## config.mk

```make
export PLATFORM = sky130hd
export DESIGN_NAME = inst_mem_ctrl
export DESIGN_NICKNAME = d
export VERILOG_FILES = /design/src/rtl/inst_mem_ctrl.sv
export SDC_FILE = /design/constraint.sdc
export NUM_CORES = 1
export LEC_CHECK = 0
export BUFFER_PORTS_ARGS = -buffer_cell sky130_fd_sc_hd__buf_2
export CAP_MARGIN = 5
export CORE_MARGIN = 2
export CORE_UTILIZATION = 65
export CTS_BUF_LIST = sky130_fd_sc_hd__clkbuf_16
export DETAILED_ROUTE_END_ITERATION = 8
export GPL_TIMING_DRIVEN = 0
export PLACE_DENSITY = 0.83
export SYNTH_ARGS = -nofsm -noshare
export SYNTH_HDL_FRONTEND = slang
export SYNTH_SLANG_ARGS = --single-unit
```

## constraint.sdc

```tcl
create_clock -name clk -period 9.77 [get_ports clk]
set_input_delay 0.977 -clock clk [delete_from_list [all_inputs] [get_ports clk]]
set_output_delay 0.977 -clock clk [all_outputs]
set_load 0.1 [all_outputs]
```

## src/rtl/inst_mem_ctrl.sv

```systemverilog
// Instruction memory with a clear/load/run controller: sweeps the array to zero,
// accepts a program over a valid/ready stream, then serves registered fetches.
module inst_mem_ctrl #(
  parameter int INST_SIZE = 16,
  parameter int PC_SIZE   = 13,
  parameter int DEPTH     = 24
) (
  input  logic                 clk,
  input  logic                 rst,
  input  logic                 load_start,
  input  logic                 load_valid,
  input  logic [INST_SIZE-1:0] load_data,
  input  logic                 load_last,
  output logic                 load_ready,
  output logic [PC_SIZE:0]     load_count,
  output logic                 load_ovf,
  output logic                 mem_ready,
  input  logic                 fetch_en,
  input  logic [PC_SIZE-1:0]   instr_mem_addr,
  output logic [INST_SIZE-1:0] instr,
  output logic                 instr_valid,
  output logic                 addr_err
);

  localparam int AW = (DEPTH > 1) ? $clog2(DEPTH) : 1;
  localparam logic [PC_SIZE:0] DEPTH_W = (PC_SIZE+1)'(DEPTH);
  localparam logic [PC_SIZE:0] LAST_W  = (PC_SIZE+1)'(DEPTH - 1);

  localparam logic [1:0] S_CLEAR = 2'd0;
  localparam logic [1:0] S_LOAD  = 2'd1;
  localparam logic [1:0] S_RUN   = 2'd2;

  logic [1:0]           state_q, state_d;
  logic [PC_SIZE:0]     sweep_q, sweep_d;
  logic [PC_SIZE:0]     ptr_q, ptr_d;
  logic                 ovf_q, ovf_d;
  logic [INST_SIZE-1:0] instr_q, instr_d;
  logic                 valid_q, valid_d;
  logic                 err_q, err_d;

  logic [INST_SIZE-1:0] mem_q [DEPTH];
  logic                 we;
  logic [AW-1:0]        waddr;
  logic [INST_SIZE-1:0] wdata;
  logic                 in_range;

  assign in_range = {1'b0, instr_mem_addr} < DEPTH_W;

  always_comb begin
    state_d = state_q;
    sweep_d = sweep_q;
    ptr_d   = ptr_q;
    ovf_d   = ovf_q;
    instr_d = instr_q;
    valid_d = 1'b0;
    err_d   = err_q;
    we      = 1'b0;
    waddr   = sweep_q[AW-1:0];
    wdata   = '0;
    case (state_q)
      S_CLEAR: begin
        we    = 1'b1;
        waddr = sweep_q[AW-1:0];
        if (sweep_q == LAST_W) begin
          state_d = S_LOAD;
          sweep_d = '0;
        end else begin
          sweep_d = sweep_q + 1'b1;
        end
      end
      S_LOAD: begin
        if (load_valid) begin
          // A full array still accepts beats so the stream can reach its last flag.
          if (ptr_q == DEPTH_W) begin
            ovf_d = 1'b1;
          end else begin
            we    = 1'b1;
            waddr = ptr_q[AW-1:0];
            wdata = load_data;
            ptr_d = ptr_q + 1'b1;
          end
          if (load_last) state_d = S_RUN;
        end
      end
      S_RUN: begin
        if (fetch_en) begin
          valid_d = 1'b1;
          err_d   = ~in_range;
          instr_d = in_range ? mem_q[instr_mem_addr[AW-1:0]] : '0;
        end
        if (load_start) begin
          state_d = S_CLEAR;
          sweep_d = '0;
          ptr_d   = '0;
          ovf_d   = 1'b0;
        end
      end
      default: state_d = S_CLEAR;
    endcase
  end

  always_ff @(posedge clk or negedge rst) begin
    if (!rst) begin
      state_q <= S_CLEAR;
      sweep_q <= '0;
      ptr_q   <= '0;
      ovf_q   <= 1'b0;
      instr_q <= '0;
      valid_q <= 1'b0;
      err_q   <= 1'b0;
    end else begin
      state_q <= state_d;
      sweep_q <= sweep_d;
      ptr_q   <= ptr_d;
      ovf_q   <= ovf_d;
      instr_q <= instr_d;
      valid_q <= valid_d;
      err_q   <= err_d;
    end
  end

  // Array has no reset; the CLEAR sweep is its only initialisation.
  always_ff @(posedge clk) begin
    if (we) mem_q[waddr] <= wdata;
  end

  assign load_ready  = (state_q == S_LOAD);
  assign mem_ready   = (state_q == S_RUN);
  assign load_count  = ptr_q;
  assign load_ovf    = ovf_q;
  assign instr       = instr_q;
  assign instr_valid = valid_q;
  assign addr_err    = err_q;

endmodule

```

==> results.toml <==
[timing]
timing.fmax_mhz = 276
fin_crit_ns = 3.63
rsz0062_at_grt = "no"
hold_viol = 0
setup_viol = 0
slew_headroom_pct = 6.47
drv_slew = 0
setup_tns_ns = 0
worst_pin_slew_ns = 1.40
clock_skew_ns = 0.0163
timing.final.crit_share_pct = 37.1

[clock_network]
cts_resized = 0
clock-sinks = 433
numCtsBuffers = 43
cts_setup_buffers = 0
path_clk_slew_ns = 0.06
cts_tree = "built"
cts_buffer_depth = 3
cts-htree-levels = 2
root_buffer = "clkbuf_16"
cts.hold.buffers_added = 0
insertion_delay_ns = 0.54

[worst_setup_path]
worstSetupPathType = "reg2out"
r2r_end = "mem_q[12][12]"
crit_fanout = 10
slowest_stage = "buf_2"
worstSetupStartpoint = "state_q[0]"
crit_buf_inv = 4
crit_top_cell = "clkbuf_1"
r2r_slack_ns = 6.20
start_kind = "register"
cp-end-kind = "primary output"
slowest_delay_ns = 0.53
cp.arrival_ns = 2.65
endpoint = "load_ready"
worstPathRequired_ns = 8.79
reg2reg_depth = 9
cp_cell_sequence = "clkbuf_1 > nand2_1 > clkinv_1 > clkbuf_1 > buf_2"
regToRegStartpoint = "load_count[1]"
cp_top_family = "buffers and inverters"
cp_num_cells = 5

[global_route]
grt_overflow = 0
grt_max_degree = 50
grt_usage_pct = 32.1
grt_pass1_vias = 11400
antenna_found_initial = 1
grt_pass1_wl_microns = 67900

[logic_synthesis]
synth-compound-area-share_pct = 8.44
synthFlopType = "edfxtp_1"
synth_largest_area_cell = "edfxtp_1"
synth.avg_cell_area_sq_um = 15.6
synth_cell_types = 61
synthAdderAreaFrac_pct = 0.208
postSynthCellCount = 1159
ys_warn_count = 0
yosys-mux-area-fraction_pct = 11.0
postSynth.asyncResetShare_pct = 11.3
synthXorXnorAreaFrac_pct = 0.0969
synth-edff-count = 384
ys_ff_latch = 433
synthDominantCellAreaShare_pct = 63.8
synthSimpleGateAreaFrac_pct = 7.64
synth_area_sq_mm = 0.0181
yosysSeqAreaShare_pct = 70.6
synthTopCellsByArea = "edfxtp_1, mux2i_1, dfrtp_1"
synth_top_family_by_area = "multiplexers"
synth_nets = 1197

[flow_run]
maxCapViolCount = 0

[final_layout]
drive_gt1_share_pct = 17.8
n_fill_cell = 1567
regArea_sq_mm = 0.0128
area_growth_pct = 14.3
multi_input_area_sq_mm = 0.00503
fin_cells = 1701
final_nets = 1327

[worst_hold_path]
hold_class = "in2async"

[die]
die_area_sq_mm = 0.0292
std_cell_rows = 61
start_util_pct = 65.6
die_y_microns = 171
fp.dieW_microns = 171
num_io_pins = 70
design.core.area_sq_mm = 0.0276

[placement]
place_congestion = 0.909
placed_cells = 1622
port_buffers = 65
hpwl_microns = 29300

[detailed_routing]
viasPerCell = 6.76
totalWireLength_microns = 45800
ant_nets = 0
first_iter_violations = 1650
wire_per_inst_microns = 26.9
drc = 0
drt-pass1-iter-count = 5
vias = 11500

[power_and_ir_drop]
irDropWorstVdd_uv = 179
p_leak_nw = 7.48
p_per_area_mw_per_mm2 = 239

[outcome]
status = "completed"
==> cell families after synthesis <==
logic type	Yosys count
mux	168
simple gates	248
fa+ha+maj	3
xor+xnor	2
flops	433
compound gates	221
buf+inv	84
==> Yosys cell counts (all sizes together), types with 10 or more instances <==
cell type  count
inv           10
edfxtp       384
o21ai         32
dfrtp         49
nand2         44
a211oi        14
a22oi         57
mux2i        142
nor2b         15
and3          20
a21oi         46
o22ai         10
clkbuf        44
mux4          25
nand3         23
nor2          47
a31oi         18
buf           29
o31ai         14
or4           30
==> cells in the final DEF, fill, tap and decap left out, drive strengths merged, types with 6 or more instances in the layout <==
cell type	instances
or3	7
a31oi	18
nand3	23
or4	30
nor4	9
buf	114
mux4	25
a22oi	57
bufinv	6
nor2	47
nand2b	7
edfxtp	384
o22ai	10
mux2i	142
nand2	44
clkbuf	87
nand4	8
a21oi	46
nand3b	8
and2	7
clkinv	14
and3	20
o21ai	32
inv	22
a211o	9
dfrtp	49
nor2b	15
a211oi	14
o31ai	14
==> metal layers <==
metal / global-route usage, % / part of all wire, % / vias up
met5: 0 / 0 / -
li1: - / - / 4894
met4: 15.1 / 4.9 / 0
met2: 53.4 / 49 / 781
met1: 42.5 / 37 / 5686
met3: 4.44 / 9.6 / 137
==> power breakdown <==
part           switching [mW]  total [mW]  internal [mW]
Sequential             0.0850        2.39           2.30
Combinational           0.655       0.910          0.255
Clock                   0.674        1.63          0.959
==> sequential cells by signal, summed over array words and instances, names as in the netlist <==
register     count
mem_q          384
instr           16
addr_err         1
load_count      14
load_ovf         1
state_q          2
sweep_q         14
instr_valid      1
==> stage by stage <==
| stage | instance area, sq um | util [%] | power [mW] | hold WS, ns | setup slack (ns) |
|---|---|---|---|---|---|
| floorplan | 18100 | - | 2.96 | 0.506 | 6.12 |
| global placement | 18900 | 68.5 | 3.21 | 0.482 | 5.41 |
| detailed placement | 19300 | 69.9 | 3.30 | 0.482 | 6.13 |
| CTS | 20700 | 75.0 | 4.91 | 0.496 | 6.21 |
| global route | 20700 | 75.0 | 5.07 | 0.528 | 6.02 |
| finish | 20700 | 75.0 | 4.93 | 0.487 | 6.14 |
==> worst min-delay path by stage <==
| stage | endpoint | slack, ns | cells past startpoint |
|---|---|---|---|
| floorplan | sweep_q[8] | 0.51 | 1 |
| global placement | addr_err | 0.48 | 2 |
| detailed placement | addr_err | 0.48 | 2 |
| CTS | addr_err | 0.50 | 2 |
| global route | addr_err | 0.53 | 2 |
| finish | sweep_q[13] | 0.49 | 1 |
==> layout make-up <==
type / instances / area share, %
Clock buffer: 43 / 5.21
Buffer: 73 / 1.55
Antenna cell: 1 / 0.0121
Sequential cell: 433 / 61.7
Multi-Input combinational cell: 642 / 24.3
Tap cell: 378 / 2.29
Inverter: 11 / 0.200
Clock inverter: 35 / 1.53
Timing Repair Buffer: 85 / 3.12
==> worst reg2reg max path: stages (launching register included) <==
cell	delay, ns
dfrtp_1	0.45
inv_1	0.12
ha_1	0.15
or3b_2	0.49
o41ai_2	0.51
buf_4	0.28
buf_4	0.18
o21ai_0	0.11
a21oi_2	0.71
buf_6	0.27
(Power assumes the default switching activity.)
